### src/rtl/m3_lossless_decoder.sv
// Milestone 3 lossless decoder: unpacks the variable-length coefficient stream from SRAM,
// dequantizes each coefficient with power-of-two shifts and writes block-major words for M2.
module m3_lossless_decoder #(
    parameter logic [17:0] IN_BASE      = 18'd76800,
    parameter logic [17:0] OUT_BASE     = 18'd0,
    parameter logic [11:0] NUM_BLOCKS   = 12'd2400,
    parameter int unsigned READ_LATENCY = 2
) (
    input  logic        CLOCK_50_I,
    input  logic        resetn,
    input  logic        Start,
    input  logic [15:0] SRAM_read_data,
    output logic [17:0] SRAM_address,
    output logic [15:0] SRAM_write_data,
    output logic        SRAM_we_n,
    output logic        Done,
    output logic        Error
);

    typedef enum logic [2:0] {
        S_IDLE, S_HDR, S_FILL, S_DECODE, S_EMIT, S_BLK_END, S_DONE
    } state_t;

    localparam logic [3:0] RD_LAT = 4'(READ_LATENCY);

    // Zigzag position k -> row*8+col (standard JPEG scan).
    localparam logic [5:0] ZIGZAG [64] = '{
        6'd0,  6'd1,  6'd8,  6'd16, 6'd9,  6'd2,  6'd3,  6'd10,
        6'd17, 6'd24, 6'd32, 6'd25, 6'd18, 6'd11, 6'd4,  6'd5,
        6'd12, 6'd19, 6'd26, 6'd33, 6'd40, 6'd48, 6'd41, 6'd34,
        6'd27, 6'd20, 6'd13, 6'd6,  6'd7,  6'd14, 6'd21, 6'd28,
        6'd35, 6'd42, 6'd49, 6'd56, 6'd57, 6'd50, 6'd43, 6'd36,
        6'd29, 6'd22, 6'd15, 6'd23, 6'd30, 6'd37, 6'd44, 6'd51,
        6'd58, 6'd59, 6'd52, 6'd45, 6'd38, 6'd31, 6'd39, 6'd46,
        6'd53, 6'd60, 6'd61, 6'd54, 6'd47, 6'd55, 6'd62, 6'd63
    };

    function automatic logic [2:0] q_shift(input logic q, input logic [3:0] s);
        logic [2:0] sh;
        if (!q) begin
            if (s == 4'd0)      sh = 3'd3;
            else if (s == 4'd1) sh = 3'd2;
            else if (s <= 4'd3) sh = 3'd3;
            else if (s <= 4'd7) sh = 3'd4;
            else                sh = 3'd5;
        end else begin
            if (s == 4'd0)      sh = 3'd3;
            else if (s <= 4'd3) sh = 3'd1;
            else if (s <= 4'd7) sh = 3'd2;
            else                sh = 3'd3;
        end
        return sh;
    endfunction

    state_t       state;
    logic [17:0]  rd_ptr;
    logic [11:0]  blk;
    logic [6:0]   k;
    logic [31:0]  bit_buf;
    logic [5:0]   bit_cnt;
    logic [3:0]   rd_wait;
    logic         hdr_idx;
    logic         qsel;
    logic [6:0]   emit_left;

    logic [5:0]         zz;
    logic [3:0]         diag;
    logic [17:0]        wr_addr;
    logic [3:0]         dec_len;
    logic signed [15:0] dec_val;
    logic               dec_coef;
    logic [6:0]         dec_run;
    logic [6:0]         room;
    logic               run_ovf;
    logic [6:0]         emit_n;
    logic [15:0]        coef_word;

    always_comb begin
        zz        = ZIGZAG[k[5:0]];
        diag      = {1'b0, zz[5:3]} + {1'b0, zz[2:0]};
        wr_addr   = OUT_BASE + {blk, 6'd0} + {12'd0, zz};
        room      = 7'd64 - k;
        dec_len   = 4'd0;
        dec_val   = '0;
        dec_coef  = 1'b0;
        dec_run   = 7'd0;
        if (!bit_buf[31]) begin
            dec_coef = 1'b1;
            if (!bit_buf[30]) begin
                dec_len = 4'd5;
                dec_val = {{13{bit_buf[29]}}, bit_buf[29:27]};
            end else begin
                dec_len = 4'd8;
                dec_val = {{10{bit_buf[29]}}, bit_buf[29:24]};
            end
        end else if (!bit_buf[30]) begin
            dec_len = 4'd5;
            dec_run = (bit_buf[29:27] == 3'd0) ? 7'd8 : {4'd0, bit_buf[29:27]};
        end else if (!bit_buf[29]) begin
            dec_len = 4'd3;
            dec_run = room;
        end else begin
            dec_coef = 1'b1;
            dec_len  = 4'd12;
            dec_val  = {{7{bit_buf[28]}}, bit_buf[28:20]};
        end
        run_ovf   = !dec_coef && (dec_run > room);
        emit_n    = dec_coef ? 7'd1 : (run_ovf ? room : dec_run);
        coef_word = dec_val <<< q_shift(qsel, diag);
    end

    always_ff @(posedge CLOCK_50_I or negedge resetn) begin
        if (!resetn) begin
            state           <= S_IDLE;
            rd_ptr          <= '0;
            blk             <= '0;
            k               <= '0;
            bit_buf         <= '0;
            bit_cnt         <= '0;
            rd_wait         <= '0;
            hdr_idx         <= 1'b0;
            qsel            <= 1'b0;
            emit_left       <= '0;
            SRAM_address    <= '0;
            SRAM_write_data <= '0;
            SRAM_we_n       <= 1'b1;
            Done            <= 1'b0;
            Error           <= 1'b0;
        end else begin
            unique case (state)
                S_IDLE: begin
                    SRAM_we_n <= 1'b1;
                    Done      <= 1'b0;
                    if (Start) begin
                        Error        <= 1'b0;
                        blk          <= '0;
                        k            <= '0;
                        bit_buf      <= '0;
                        bit_cnt      <= '0;
                        hdr_idx      <= 1'b0;
                        rd_wait      <= '0;
                        SRAM_address <= IN_BASE;
                        rd_ptr       <= IN_BASE + 18'd1;
                        state        <= S_HDR;
                    end
                end
                S_HDR: begin
                    if (rd_wait != RD_LAT) begin
                        rd_wait <= rd_wait + 4'd1;
                    end else begin
                        rd_wait <= '0;
                        if (!hdr_idx) begin
                            if (SRAM_read_data != 16'hDEAD) begin
                                Error <= 1'b1;
                                Done  <= 1'b1;
                                state <= S_DONE;
                            end else begin
                                hdr_idx      <= 1'b1;
                                SRAM_address <= rd_ptr;
                                rd_ptr       <= rd_ptr + 18'd1;
                            end
                        end else begin
                            qsel  <= SRAM_read_data[15];
                            state <= S_DECODE;
                        end
                    end
                end
                S_FILL: begin
                    if (rd_wait != RD_LAT) begin
                        rd_wait <= rd_wait + 4'd1;
                    end else begin
                        // New word lands directly below the bits still valid.
                        bit_buf <= bit_buf | ({SRAM_read_data, 16'd0} >> bit_cnt);
                        bit_cnt <= bit_cnt + 6'd16;
                        state   <= S_DECODE;
                    end
                end
                S_DECODE: begin
                    if (bit_cnt < 6'd12) begin
                        SRAM_address <= rd_ptr;
                        rd_ptr       <= rd_ptr + 18'd1;
                        rd_wait      <= '0;
                        state        <= S_FILL;
                    end else begin
                        bit_buf         <= bit_buf << dec_len;
                        bit_cnt         <= bit_cnt - {2'd0, dec_len};
                        if (run_ovf) Error <= 1'b1;
                        SRAM_address    <= wr_addr;
                        SRAM_write_data <= dec_coef ? coef_word : 16'd0;
                        SRAM_we_n       <= 1'b0;
                        k               <= k + 7'd1;
                        emit_left       <= emit_n - 7'd1;
                        state           <= S_EMIT;
                    end
                end
                S_EMIT: begin
                    // Only the first word of an emit can be non-zero; the rest are run zeros.
                    if (emit_left != 7'd0) begin
                        SRAM_address    <= wr_addr;
                        SRAM_write_data <= 16'd0;
                        SRAM_we_n       <= 1'b0;
                        k               <= k + 7'd1;
                        emit_left       <= emit_left - 7'd1;
                    end else begin
                        SRAM_we_n <= 1'b1;
                        state     <= (k == 7'd64) ? S_BLK_END : S_DECODE;
                    end
                end
                S_BLK_END: begin
                    k   <= '0;
                    blk <= blk + 12'd1;
                    if (blk + 12'd1 == NUM_BLOCKS) begin
                        Done  <= 1'b1;
                        state <= S_DONE;
                    end else begin
                        state <= S_DECODE;
                    end
                end
                S_DONE: begin
                    SRAM_we_n <= 1'b1;
                    Done      <= 1'b1;
                    if (!Start) begin
                        Done  <= 1'b0;
                        state <= S_IDLE;
                    end
                end
                default: state <= S_IDLE;
            endcase
        end
    end

endmodule
### config.mk
export PLATFORM = sky130hd
export DESIGN_NAME = m3_lossless_decoder
export DESIGN_NICKNAME = d
export VERILOG_FILES = /design/src/rtl/m3_lossless_decoder.sv
export SDC_FILE = /design/constraint.sdc
export NUM_CORES = 1
export LEC_CHECK = 0
export ABC_AREA = 1
export ABC_CLOCK_PERIOD_IN_PS = 3300
export CAP_MARGIN = 20
export CORE_MARGIN = 5
export CORE_UTILIZATION = 39
export DETAILED_ROUTE_END_ITERATION = 10
export GPL_ROUTABILITY_DRIVEN = 0
export PLACE_DENSITY = 0.57
export SETUP_SLACK_MARGIN = 0.4
export SYNTH_ARGS = -nofsm -noshare
export SYNTH_HDL_FRONTEND = slang
export SYNTH_SLANG_ARGS = --single-unit
### constraint.sdc
create_clock -name CLOCK_50_I -period 3.3 [get_ports CLOCK_50_I]
set_input_delay 0.495 -clock CLOCK_50_I [delete_from_list [all_inputs] [get_ports CLOCK_50_I]]
set_output_delay 0.495 -clock CLOCK_50_I [all_outputs]
set_load 0.005 [all_outputs]
**After elaboration in Yosys (flattened, before gate mapping)**

Memories as Yosys holds them, arrays and structs flattened.
Index checks and enable logic that the tools add are counted.

- Flip-flop bits (word level): 128
- ROM bits: 384
- Input bits: 19
- Output and inout port bits: 37
- Word-level logic and storage cells: 188
- Memories kept: 1

Memories:

| name | words | bits a word | rd ports | clocked after Yosys merged registers in | write ports | line | text |
|---|---|---|---|---|---|---|---|
| (name not given) | 64 | 6 | 1 | 0 | 0 | 79 | `zz = ZIGZAG[k[5:0]];` |

- $add $sub $neg: 11
- $lt $le $gt $ge: 5
- Equal/unequal tests: 26
- Shift operators: 3
- Multiplexer cells: 94
- Bitwise operators: 3
- Reductions and logical operators: 30

Operators by type and width:

| cell | count |
|---|---|
| $mux W18 | 11 |
| $mux W16 | 6 |
| $mux W32 | 3 |
| $pmux W32 S3 | 1 |
| $pmux W18 S4 | 1 |
| $mux W7 | 10 |
| $pmux W18 S3 | 1 |
| $mux W3 | 14 |
| $mux W4 | 9 |
| $or A32 B32 Y32 | 1 |
| $pmux W16 S2 | 1 |
| $shl A32 B4 Y32 | 1 |
| $shr A32 B6 Y32 | 1 |
| $mux W6 | 5 |
| $ne A2 B2 Y1 const B | 14 |
| $pmux W7 S4 | 1 |
| $pmux W12 S2 | 1 |
| $pmux W3 S7 | 1 |
| $add A18 B1 Y18 const B | 1 |
| $add A18 B6 Y18 | 1 |
| $mux W1 | 18 |
| $pmux W6 S3 | 1 |
| $reduce_and A6 Y1 | 3 |
| $ne A16 B16 Y1 const B | 1 |
| other kinds (46) | 65 |

**Depth between registers and ports, before layout**

Gate-level depths: netlist of run 1.

- Depth after elaboration: 15
- Gate-level depth with buffers: 26
- Gate-level depth less buffers: 25

**Worst setup path after synthesis of run 1**

No wires, ideal clock.

- Path type: register to register
- From: register k[0]
- To: register SRAM_write_data[6]
- Arrival time: 3,436 ps
- Required time: 3,217 ps
- Path slack: -219 ps
- Cell stages (with the launch flop): 23
- Path buffers: 1
- Period minus slack after synthesis: 3,519 ps
- Path through: dfrtp_1 -> inv_1 -> buf_2 -> ha_1 -> inv_1 -> nand2_1 -> nand3_1 -> o21ai_0 -> nand2_1 -> nand3b_1 -> o21ai_0 -> ha_1 -> inv_1 -> fa_1 -> xor2_1 -> nand2_1 -> inv_1 -> nor2_1 -> inv_1 -> nand2_1 -> inv_1 -> a22o_1 -> o21ai_0

- Word-level cells in the longest chain between the ends: 15
- Elaborated cells on any way between the ends: 21
- Classes of those cells: add/sub (1); order compare (2); eq/ne (1); shift (1); mux (13); bitwise (1); reduce/logical (1); memory (1)

RTL lines:

| element | line | text |
|---|---|---|
| start, declared | 58 | `logic [6:0] k;` |
| start signal, assigned | 191 | `k <= k + 7'd1;` |
| start signal, assigned | 202 | `k <= k + 7'd1;` |
| $not A6 Y7 (not written as such) * | 79 |  |
| $mem_v2 Z64 W6 * | -- |  |
| $mux W6 (not written as such) * (2 in series) | 79 |  |
| $add A3 B3 Y4 * | 80 | `diag = {1'b0, zz[5:3]} + {1'b0, zz[2:0]};` |
| $le A4 B3 Y1 | 44, 49 |  |
| $mux W1 | 44, 49 |  |
| $mux W3 | 43 | `else if (s <= 4'd3) sh = 3'd3;` |
| $mux W3 | 42 | `else if (s == 4'd1) sh = 3'd2;` |
| $mux W3 | 41 | `if (s == 4'd0) sh = 3'd3;` |
| $mux W3 * | 40 | `if (!q) begin` |
| $sshl A16 B3 Y16 * | 109 | `coef_word = dec_val <<< q_shift(qsel, diag);` |
| $mux W16 * | 189 | `SRAM_write_data <= dec_coef ? coef_word : 16'd0;` |
| $mux W16 * | 179 | `if (bit_cnt < 6'd12) begin` |
| $pmux W16 S2 * | 130 | `unique case (state)` |
| end signal, assigned | 189 |  |
| end, declared | 14 | `output logic [15:0] SRAM_write_data,` |

Every way passes the cells marked *; elsewhere a longest branch is shown, timed or not. The select of a mux whose other input is x is not followed.
A chain may end at the register's enable or synchronous reset.

**Worst setup path after layout of run 1**

- From: register k[0]
- To: register SRAM_write_data[10]

Same word-level chain as after synthesis.

==> results of run 1 <==
==> Yosys cell counts, types with 7 or more instances <==
| cell type | number | area (sq um) |
|---|---|---|
| clkbuf_1 | 20 | 75.1 |
| nor3_1 | 17 | 85.1 |
| o21ai_0 | 184 | 921 |
| o31ai_1 | 10 | 75.1 |
| nor4_1 | 8 | 50.1 |
| a21oi_1 | 87 | 435 |
| dfrtp_1 | 127 | 3180 |
| nor2_1 | 123 | 462 |
| o22ai_1 | 22 | 138 |
| a22oi_1 | 10 | 75.1 |
| nand3_1 | 73 | 365 |
| o211ai_1 | 13 | 97.6 |
| o21ai_1 | 42 | 210 |
| mux2i_1 | 7 | 70.1 |
| buf_2 | 29 | 145 |
| nand4_1 | 24 | 150 |
| inv_2 | 22 | 82.6 |
| nand2_1 | 456 | 1710 |
| inv_1 | 158 | 593 |
| ha_1 | 40 | 500 |
| xor2_1 | 17 | 149 |
| nand2_2 | 10 | 62.6 |
| nor2_2 | 7 | 43.8 |
==> final timing paths <==
check,slack [ns],to,startpoint,cells past startpoint
setup / recovery,0.22,SRAM_write_data[10],k[0],20
hold / removal,0.47,SRAM_write_data[15],SRAM_write_data[15],2
setup reg to reg,0.22,SRAM_write_data[10],k[0],20
hold reg to reg,0.47,SRAM_write_data[15],SRAM_write_data[15],2
max in group asynchronous,2.01,k[4],resetn,3
min in group asynchronous,0.53,rd_ptr[6],resetn,2
==> power breakdown <==
part,internal [W],total [W],switching [W]
Combinational,0.00242,0.00709,0.00467
Clock,0.00108,0.00195,0.000871
Sequential,0.00200,0.00247,0.000466
Total,0.00550,0.0115,0.00601
==> flip-flops by register name (all words and copies together) (netlist names) <==
| name | cells |
|---|---|
| blk | 12 |
| hdr_idx | 1 |
| Error | 1 |
| SRAM_we_n | 1 |
| SRAM_address | 18 |
| bit_buf | 32 |
| SRAM_write_data | 16 |
| rd_ptr | 18 |
| k | 7 |
| state | 3 |
| emit_left | 7 |
| qsel | 1 |
| bit_cnt | 6 |
| rd_wait | 4 |
| Done | 1 |
==> cell type report <==
class                   count  area (sq um)  share of cell area [%]
inverters                 186           723                    5.68
repair buffers            123          1130                    8.89
clock inverters            15           166                    1.31
multi-input cells        1217          6660                    52.3
clock buffers              17           425                    3.34
well taps                 335           419                    3.29
flip-flops and latches    128          3210                    25.2
==> through the flow <==
stage               hold slack [ns]  instances  setup slack [ns]  util (%)  instance area [sq um]
floorplan                     0.199       1591             0.124         -                  10500
global placement              0.457       1963             0.103      44.1                  11500
detailed placement            0.460       1963            0.0658      44.1                  11500
CTS                           0.475       2010             0.258      47.5                  12400
global route                  0.492       2021            0.0327      48.7                  12700
finish                        0.470       2021             0.218      48.7                  12700
==> routing by layer <==
| metal | vias up | share of wire [%] | GRT usage (%) | routed length (microns) |
|---|---|---|---|---|
| met5 | - | 0 | 0 | 0 |
| met4 | 0 | 3.2 | 8.61 | 1100 |
| met3 | 74 | 5.1 | 3.47 | 1740 |
| met2 | 358 | 50 | 38.5 | 17100 |
| met1 | 5243 | 42 | 28.2 | 14500 |
| li1 | 5470 | - | - | - |
==> logic make-up (layout without fill, tap and decap cells) <==
| kind of cell | after synthesis | in the layout | synth area share [%] |
|---|---|---|---|
| xor+xnor | 20 | 20 | 1.68 |
| mux | 7 | 7 | 0.673 |
| fa+ha+maj | 42 | 42 | 5.19 |
| compound gates | 405 | 405 | 21.7 |
| simple gates | 742 | 743 | 30.4 |
| flops | 128 | 128 | 30.8 |
| buf+inv | 247 | 341 | 9.61 |
==> worst max-delay path, delay by kind of cell, from the launching register on <==
kind	cells	cell delay [ns]
buffers and inverters	5	0.42
flip-flops	1	0.43
adder cells (fa/ha/maj)	3	1.00
AO/OA/AOI/OAI	5	0.58
AND/OR/NAND/NOR	7	0.55
==> timing repair <==
action,in CTS,in global routing
endpoints found under the hold margin,4,0
gates cloned,1,0
resized for setup,51,68
hold buffers,1,0
endpoints found under the setup margin,18,23
buffers inserted,13,11
pin swaps,30,42
==> flow_metrics.py, run 1 <==
metrics = {
    "run_status": {
        "status": "finished clean",
    },
    "clock_tree": {
        "cts_buffer_depth": 2,
        "cts_tree": "done",
        "cts_buffers": 17,
        "htree_levels": 4,
        "clock_latency_ns": 0.44,
        "cts-root-buf": "clkbuf_16",
        "numClockSinks": 128,
        "path_clk_slew_ns": 0.07,
    },
    "critical_path": {
        "startpoint_type": "register",
        "end_kind": "register",
        "slowest_stage": "fa_2",
        "cp_slowest_stage_delay_ns": 0.56,
        "timing_worst_setup_path_type": "reg2reg",
        "worstPathRequired_ns": 3.65,
        "crit_arrival_ns": 3.44,
        "path_cells": "inv_4 -> ha_4 -> inv_4 -> nand2_4 -> nand3_2 -> o21ai_2 -> nand2_1 -> nand3b_1 -> o21ai_2 -> ha_2 -> inv_2 -> fa_2 -> nand3_2 -> nand2_4 -> buf_6 -> nand2_8 -> buf_6 -> o21ai_4 -> o21ai_1 -> o21ai_1",
        "crit_fanout": 5,
    },
    "hold_path": {
        "hold_class": "reg2reg",
    },
    "sta": {
        "fin_skew_ns": 0.0123,
        "rsz0062_at_grt": "yes",
        "max_slew.worst_pin.slew_ns": 0.813,
        "slew_violations": 0,
        "finalSetupViolCount": 0,
        "finalCritPeriodShare_pct": 93.4,
        "relSlewSlack_pct": 45.3,
        "fmax_mhz": 324,
        "setup_tns_ns": 0,
        "finalCriticalPeriod_ns": 3.08,
        "finalHoldViolCount": 0,
    },
    "layout": {
        "drive_gt1_share_pct": 14.9,
        "layout_commonest_cell": "nand2_1",
        "syn2layout_area_growth_pct": 22.4,
        "final_cell_mix": "430 x nand2_1, 151 x o21ai_0, 145 x inv_1",
        "final_nets": 1734,
        "antenna_cells": 0,
        "n_fill_cell": 2665,
    },
    "detailed_routing": {
        "wire_per_inst_microns": 17.0,
        "finalWirelength_mm": 34.4,
        "firstDrtPassIters": 6,
        "vias": 11100,
        "via_per_inst": 5.51,
        "antenna_left": 0,
        "drc_errors": 0,
        "drt_iter0_markers": 823,
    },
    "synth": {
        "netlist-cell-type-count": 58,
        "synth_edf_count": 0,
        "ys.flop_type": "dfrtp_1",
        "ys_seq_elements": 128,
        "synth.cell_area_sq_um": 10400,
        "synthCells": 1591,
        "yosys_warnings": 0,
        "async_reset_ff_share_pct": 100,
        "syn_avg_cell_area_sq_um": 6.54,
        "synthesis.nets": 1652,
        "yosysSeqAreaShare_pct": 30.8,
    },
    "die": {
        "die-height_microns": 173,
        "start_util_pct": 39.8,
        "dieArea_sq_um": 30000,
        "pin_count": 56,
        "core-area_sq_um": 26100,
        "rows": 59,
        "die_x_microns": 173,
    },
    "power": {
        "leakagePower_nw": 5.79,
        "p_total_w": 0.0115,
        "vdd_drop_max_mv": 0.396,
        "powerDensity_nw_per_um2": 904,
    },
    "global_route": {
        "grt_pass1_wl_mm": 55.4,
        "overflow": 0,
        "grt_usage_pct": 22.3,
        "grt_antenna_before_repair": 0,
        "grt_pass1_vias": 10600,
        "grt_max_degree": 58,
    },
    "run": {
        "maxCapViolCount": 0,
    },
    "placed_design": {
        "dp_hpwl_mm": 25.4,
        "io_buffers": 55,
    },
}
Power figures use the tool's default switching activity.
==> run 2: changes to the inputs <==
--- a/config.mk
+++ b/config.mk
@@ -6,13 +6,13 @@
 export NUM_CORES = 1
 export LEC_CHECK = 0
 export ABC_AREA = 1
-export ABC_CLOCK_PERIOD_IN_PS = 3300
+export ABC_CLOCK_PERIOD_IN_PS = 3030
 export CAP_MARGIN = 20
 export CORE_MARGIN = 5
 export CORE_UTILIZATION = 39
 export DETAILED_ROUTE_END_ITERATION = 10
 export GPL_ROUTABILITY_DRIVEN = 0
-export PLACE_DENSITY = 0.57
+export PLACE_DENSITY = 0.55
 export SETUP_SLACK_MARGIN = 0.4
 export SYNTH_ARGS = -nofsm -noshare
 export SYNTH_HDL_FRONTEND = slang
==> constraint.sdc (replaced) <==
create_clock -name CLOCK_50_I -period 3.03 [get_ports CLOCK_50_I]
set_input_delay 0.4545 -clock CLOCK_50_I [delete_from_list [all_inputs] [get_ports CLOCK_50_I]]
set_output_delay 0.4545 -clock CLOCK_50_I [all_outputs]
set_load 0.005 [all_outputs]
==> run 2 against run 1 <==
Against the previous run:
- the flow now finishes with violations (setup timing)
- sequential share of layout area is 0.77 points lower
- clock power increased by 11%
- clock-buffer cell count unchanged
- power increased by 14%
- core utilization is 1.5 points higher
- register-to-register slack worse by 0.23 ns
- first-iteration DRC count up 14%
- clock skew is 0.0012 ns lower
- cell count rose by 2.1%
- worst hold slack got worse by 0.46 ns
- non-clock buffer count is 43 higher
- largest cell class unchanged
- largest power group unchanged
==> flow_metrics.py, run 2 (same netlist as run 1, synthesis figures left out) <==
metrics = {
    "run_status": {
        "status": "complete, but fails checks",
        "violations": "setup timing",
    },
    "global_route": {
        "grt_antenna_before_repair": 0,
        "grt_pass1_vias": 10900,
        "grt_pass1_wl_mm": 57.7,
        "grt_max_degree": 64,
        "overflow": 0,
        "grt_usage_pct": 23.4,
    },
    "detailed_routing": {
        "finalWirelength_mm": 35.1,
        "drt_iter0_markers": 937,
        "via_per_inst": 5.42,
        "firstDrtPassIters": 5,
        "vias": 11200,
        "antenna_left": 0,
        "drc_errors": 0,
        "wire_per_inst_microns": 17.0,
    },
    "layout": {
        "final_cell_mix": "432 x nand2_1, 151 x o21ai_0, 146 x inv_1",
        "n_fill_cell": 2640,
        "reg.largest.list": "bit_buf: 32 flops, SRAM_address: 18 flops, rd_ptr: 18 flops",
        "utilization_pct": 50.2,
        "regMostFlops": "bit_buf",
        "final_nets": 1777,
        "layout_commonest_cell": "nand2_1",
        "syn2layout_area_growth_pct": 26.2,
        "seq_area_sq_um": 3210,
        "multi_input_area_sq_um": 6710,
        "largest_reg_flops": 32,
        "antenna_cells": 0,
        "drive_gt1_share_pct": 17.6,
    },
    "power": {
        "vdd_drop_max_mv": 0.406,
        "leakagePower_nw": 6.05,
        "p_total_w": 0.0131,
        "powerDensity_nw_per_um2": 997,
    },
    "critical_path": {
        "worstPathRequired_ns": 3.34,
        "startpoint_type": "register",
        "crit_top_cell": "nand2_4",
        "path_cells": "inv_4 -> ha_4 -> inv_4 -> nand2_4 -> nand3_2 -> o21ai_2 -> nand2_1 -> nand3b_1 -> o21ai_2 -> ha_4 -> inv_2 -> fa_2 -> nand3_2 -> nand2_4 -> nand2_4 -> buf_4 -> nand2_4 -> o21ai_4 -> o21ai_2 -> o21ai_1",
        "worstSetupStartpoint": "k[0]",
        "cp_slowest_stage_delay_ns": 0.54,
        "timing_worst_setup_path_type": "reg2reg",
        "end_kind": "register",
        "crit_fanout": 6,
        "crit_arrival_ns": 3.35,
        "slowest_stage": "fa_2",
        "rr_startpoint": "k[0]",
    },
    "placed_design": {
        "io_buffers": 55,
        "dp_hpwl_mm": 26.5,
    },
    "sta": {
        "finalSetupViolCount": 3,
        "rsz0062_at_grt": "yes",
        "fmax_mhz": 329,
        "max_slew.worst_pin.slew_ns": 0.708,
        "finalHoldViolCount": 0,
        "setup_ws_ns": -0.0120,
        "slew_violations": 0,
        "finalCriticalPeriod_ns": 3.04,
        "fin_skew_ns": 0.0111,
        "relSlewSlack_pct": 52.4,
        "finalCritPeriodShare_pct": 100,
    },
    "run": {
        "maxCapViolCount": 0,
    },
    "clock_tree": {
        "numClockSinks": 128,
        "clock_latency_ns": 0.43,
        "htree_levels": 4,
        "cts_buffer_depth": 2,
        "path_clk_slew_ns": 0.07,
        "cts-root-buf": "clkbuf_16",
        "cts_buffers": 17,
        "cts_tree": "done",
    },
    "die": {
        "pin_count": 56,
        "die_x_microns": 173,
        "start_util_pct": 39.8,
        "core-area_sq_um": 26100,
        "dieArea_sq_um": 30000,
        "die-height_microns": 173,
        "rows": 59,
    },
    "hold_path": {
        "hold_class": "in2async",
    },
}
-- run 2: changes by cell type in the layout (fill, tap and decap cells not counted), moves of 3 or more --
cell     change
ha_4         +4
buf_6        +5
o21ai_2      +6
nor2_2       +3
nor2_1       -3
ha_1         -3
inv_2        -3
buf_4       +40
o21ai_1      -5
nand2_2      -4
nand2_4      +4
-- run 2: per-layer routing --
layer | wire, microns | vias to the layer above | track usage, %
li1 | - | 5557 | -
met1 | 14800 | 5196 | 29.0
met2 | 17300 | 361 | 41.3
met3 | 1830 | 72 | 3.42
met4 | 1150 | 0 | 8.45
met5 | 0 | - | 0
-- run 2: layout make-up --
class,count,area share (%)
Tap cell,335,3.19
Timing Repair Buffer,166,11.1
Clock buffer,17,3.24
Sequential cell,128,24.4
Clock inverter,15,1.32
Inverter,186,5.58
Multi-Input combinational cell,1217,51.1
-- run 2: where the power goes --
group          internal (W)  switching, W  leakage [nW]  total (W)
registers           0.00218      0.000412          1.71    0.00259
logic               0.00304       0.00530          4.04    0.00834
clock network       0.00124      0.000915         0.299    0.00216
total               0.00647       0.00662          6.05     0.0131
-- run 2: through the flow --
step / TNS (ns) / instances / hold slack, ns / instance area, sq um / setup WS (ns)
after floorplan: -0.564 / 1591 / 0.159 / 10500 / -0.146
after global placement: -0.653 / 2017 / 0.460 / 11900 / -0.0928
after detailed placement: -1.34 / 2017 / 0.464 / 11900 / -0.142
after CTS: 0 / 2064 / 0.0291 / 13000 / 0.0102
after global routing: -2.62 / 2064 / 0.0531 / 13100 / -0.201
final: -0.0236 / 2064 / 0.00673 / 13100 / -0.0120
-- run 2: worst max-delay path, delay by kind of cell (launching register included) --
family | cells | cell delay, ns
fa+ha+maj | 3 | 0.94
simple gates | 8 | 0.65
compound gates | 5 | 0.55
flops | 1 | 0.43
buf+inv | 4 | 0.34
-- run 2: what timing repair did --
action	CTS	global route
endpoints found under the hold margin	0	0
cloned	1	0
hold buffers	0	0
endpoints found under the setup margin	20	42
buffers inserted	14	0
pin swaps	44	19
resized for setup	101	31
-- run 2: worst paths after layout --
| check | end | slack [ns] | cells after the start |
|---|---|---|---|
| hold / removal | rd_ptr[14] | 0.007 | 1 |
| max in group asynchronous | bit_buf[6] | 2.21 | 2 |
| setup reg to reg | SRAM_write_data[4] | -0.01 | 20 |
| min in group CLOCK_50_I | SRAM_address[2] | 0.47 | 2 |
| setup / recovery | SRAM_write_data[4] | -0.01 | 20 |
| hold reg to reg | SRAM_address[2] | 0.47 | 2 |
==> run 3: changes to the inputs <==
--- a/config.mk
+++ b/config.mk
@@ -6,13 +6,13 @@
 export NUM_CORES = 1
 export LEC_CHECK = 0
 export ABC_AREA = 1
-export ABC_CLOCK_PERIOD_IN_PS = 3030
+export ABC_CLOCK_PERIOD_IN_PS = 3200
 export CAP_MARGIN = 20
 export CORE_MARGIN = 5
-export CORE_UTILIZATION = 39
+export CORE_UTILIZATION = 62
 export DETAILED_ROUTE_END_ITERATION = 10
 export GPL_ROUTABILITY_DRIVEN = 0
-export PLACE_DENSITY = 0.55
+export PLACE_DENSITY = 0.81
 export SETUP_SLACK_MARGIN = 0.4
 export SYNTH_ARGS = -nofsm -noshare
 export SYNTH_HDL_FRONTEND = slang
==> constraint.sdc (replaced) <==
create_clock -name CLOCK_50_I -period 3.2 [get_ports CLOCK_50_I]
set_input_delay 0.48 -clock CLOCK_50_I [delete_from_list [all_inputs] [get_ports CLOCK_50_I]]
set_output_delay 0.48 -clock CLOCK_50_I [all_outputs]
set_load 0.005 [all_outputs]
==> run 3 against run 2 <==
Against the previous run:
- clock-buffer cell count up 1
- worst setup slack worse by 0.45 ns
- flip-flop and latch count unchanged
- via count up 7.8%
- core utilization up 27 points
- global-route usage up 11 points
- critical path depth down 5
- highest routed layer is now met5
- combinational power down 5.9%
- sequential power down 2%
- the run still ends with setup timing left
==> flow_metrics.py, run 3 (same netlist as run 1, synthesis figures left out) <==
metrics = {
    "clock_tree": {
        "numClockSinks": 128,
        "hold_buffers": 0,
        "cts_tree": "done",
        "htree_levels": 4,
        "cts-root-buf": "clkbuf_16",
        "cts_buffers": 17,
        "path_clk_slew_ns": 0.07,
        "cts_buffer_depth": 2,
        "clock_latency_ns": 0.44,
    },
    "critical_path": {
        "timing_worst_setup_path_type": "reg2reg",
        "slowest_stage": "fa_2",
        "critPathTopFamily": "adder cells",
        "crit_buf_inv": 2,
        "crit_top_cell": "nand2_1",
        "end_kind": "register",
        "cp_slowest_stage_delay_ns": 0.59,
        "path_cells": "buf_4 -> ha_2 -> inv_1 -> ha_1 -> a22oi_1 -> nand2_1 -> nand2_1 -> nand2_2 -> fa_2 -> nand3_2 -> nand2_4 -> nand2_8 -> mux2i_4 -> a22o_1 -> o21ai_1",
        "startpoint_type": "register",
        "crit_fanout": 8,
        "r2r_cells": 15,
        "reg2reg_to": "SRAM_write_data[6]",
        "rr_startpoint": "k[1]",
        "worstPathRequired_ns": 3.48,
        "crit_arrival_ns": 3.94,
        "r2r_slack_ns": -0.47,
    },
    "detailed_routing": {
        "wire_per_inst_microns": 18.8,
        "drc_errors": 0,
        "antenna_left": 0,
        "vias": 12100,
        "finalWirelength_mm": 35.9,
        "firstDrtPassIters": 7,
        "via_per_inst": 6.31,
        "drt_iter0_markers": 1728,
    },
    "layout": {
        "layoutNonFillerInstCount": 1912,
        "reg.largest.list": "bit_buf: 32 flops, SRAM_address: 18 flops, rd_ptr: 18 flops",
        "final_nets": 1740,
        "antenna_cells": 0,
        "regMostFlops": "bit_buf",
        "syn2layout_area_growth_pct": 22.7,
        "n_fill_cell": 1190,
        "final_cell_mix": "420 x nand2_1, 152 x o21ai_0, 144 x inv_1",
        "drive_gt1_share_pct": 16.8,
        "layout_commonest_cell": "nand2_1",
        "largest_reg_flops": 32,
    },
    "sta": {
        "max_slew.worst_pin.slew_ns": 0.747,
        "finalSetupViolCount": 13,
        "rsz0062_at_grt": "yes",
        "setup_tns_ns": -1.94,
        "finalHoldViolCount": 0,
        "fmax_mhz": 273,
        "finalCriticalPeriod_ns": 3.67,
        "setup_ws_ns": -0.467,
        "slew_violations": 0,
        "finalCritPeriodShare_pct": 115,
        "relSlewSlack_pct": 50.1,
        "fin_skew_ns": 0.0107,
    },
    "placed_design": {
        "dp_hpwl_mm": 23.3,
        "io_buffers": 55,
        "dp.cells": 1847,
        "dp_slack_ns": -0.0388,
    },
    "hold_path": {
        "hold_class": "in2async",
    },
    "die": {
        "core-area_sq_um": 16500,
        "die_x_microns": 140,
        "dieArea_sq_um": 19500,
        "start_util_pct": 63.0,
        "pin_count": 56,
        "die-height_microns": 140,
        "rows": 47,
    },
    "run_status": {
        "violations": "setup timing",
        "status": "complete, but fails checks",
    },
    "global_route": {
        "grt_pass1_wl_mm": 54.4,
        "grt_antenna_before_repair": 1,
        "grt_max_degree": 53,
        "overflow": 0,
        "grt_pass1_vias": 11000,
        "grt_usage_pct": 33.9,
    },
    "power": {
        "p_total_w": 0.0124,
        "vdd_drop_max_mv": 0.539,
        "powerDensity_nw_per_um2": 969,
        "leakagePower_nw": 5.85,
    },
    "run": {
        "maxCapViolCount": 0,
    },
}
[run 3: cell types whose count changed in the layout (fill, tap and decap cells not counted), moves of 3 or more]
cell     previous run  this run
buf_6              14         5
buf_4              96        67
nand2_2            23        33
nand2_1           432       420
nand3_1            66        62
nand3_2             8        12
ha_4                8         5
[run 3: per-stage QoR]
| step | hold slack (ns) | util (%) | area, sq um |
|---|---|---|---|
| after floorplan | 0.184 | - | 10500 |
| after CTS | 0.120 | 75.3 | 12400 |
| after global routing | 0.165 | 77.2 | 12800 |
| after detailed placement | 0.459 | 68.9 | 11400 |
| after global placement | 0.452 | 68.9 | 11400 |
| final | 0.0999 | 77.2 | 12800 |
[run 3: worst max path at each step]
stage | end | cells after the start | start | slack, ns
global placement | SRAM_write_data[6] | 18 | k[0] | 0.02
floorplan | emit_left[4] | 24 | k[0] | 0.02
detailed placement | SRAM_write_data[7] | 19 | k[0] | -0.04
global route | SRAM_write_data[6] | 18 | k[1] | -0.52
finish | SRAM_write_data[6] | 15 | k[1] | -0.47
CTS | SRAM_write_data[10] | 19 | k[0] | 0.18
[run 3: timing repair]
action                                  in CTS  in global routing
gates cloned                                 1                  0
gates resized for setup                     88                 66
endpoints found under the setup margin      19                 22
pin swaps                                   35                 45
buffers inserted                            21                 11
[run 3: layout make-up]
type	instances	area [sq um]	share of cell area [%]
Clock inverter	14	158	1.24
Timing Repair Buffer	129	1160	9.09
Tap cell	220	275	2.16
Sequential cell	128	3210	25.1
Clock buffer	18	429	3.36
Inverter	186	739	5.79
Multi-Input combinational cell	1217	6790	53.2
[run 3: power breakdown]
part | internal [W] | total [W] | switching (W)
combinational | 0.00267 | 0.00785 | 0.00518
sequential | 0.00207 | 0.00253 | 0.000467
clock | 0.00116 | 0.00198 | 0.000821
total | 0.00590 | 0.0124 | 0.00647
[run 3: metal layers]
| layer | GRT usage (%) | vias up | share of wire [%] |
|---|---|---|---|
| li1 | - | 5484 | - |
| met1 | 41.4 | 5471 | 36 |
| met2 | 56.1 | 863 | 46 |
| met3 | 5.66 | 237 | 10 |
| met4 | 20.7 | 2 | 7.5 |
| met5 | 0 | - | 0.036 |
[run 3: worst register-to-register path: stages, from the launching register on]
cell,delay (ns)
dfrtp_1,0.37
buf_4,0.19
ha_2,0.23
inv_1,0.05
ha_1,0.19
a22oi_1,0.25
nand2_1,0.14
nand2_1,0.09
nand2_2,0.10
fa_2,0.59
nand3_2,0.10
nand2_4,0.15
nand2_8,0.12
mux2i_4,0.22
a22o_1,0.22
o21ai_1,0.48
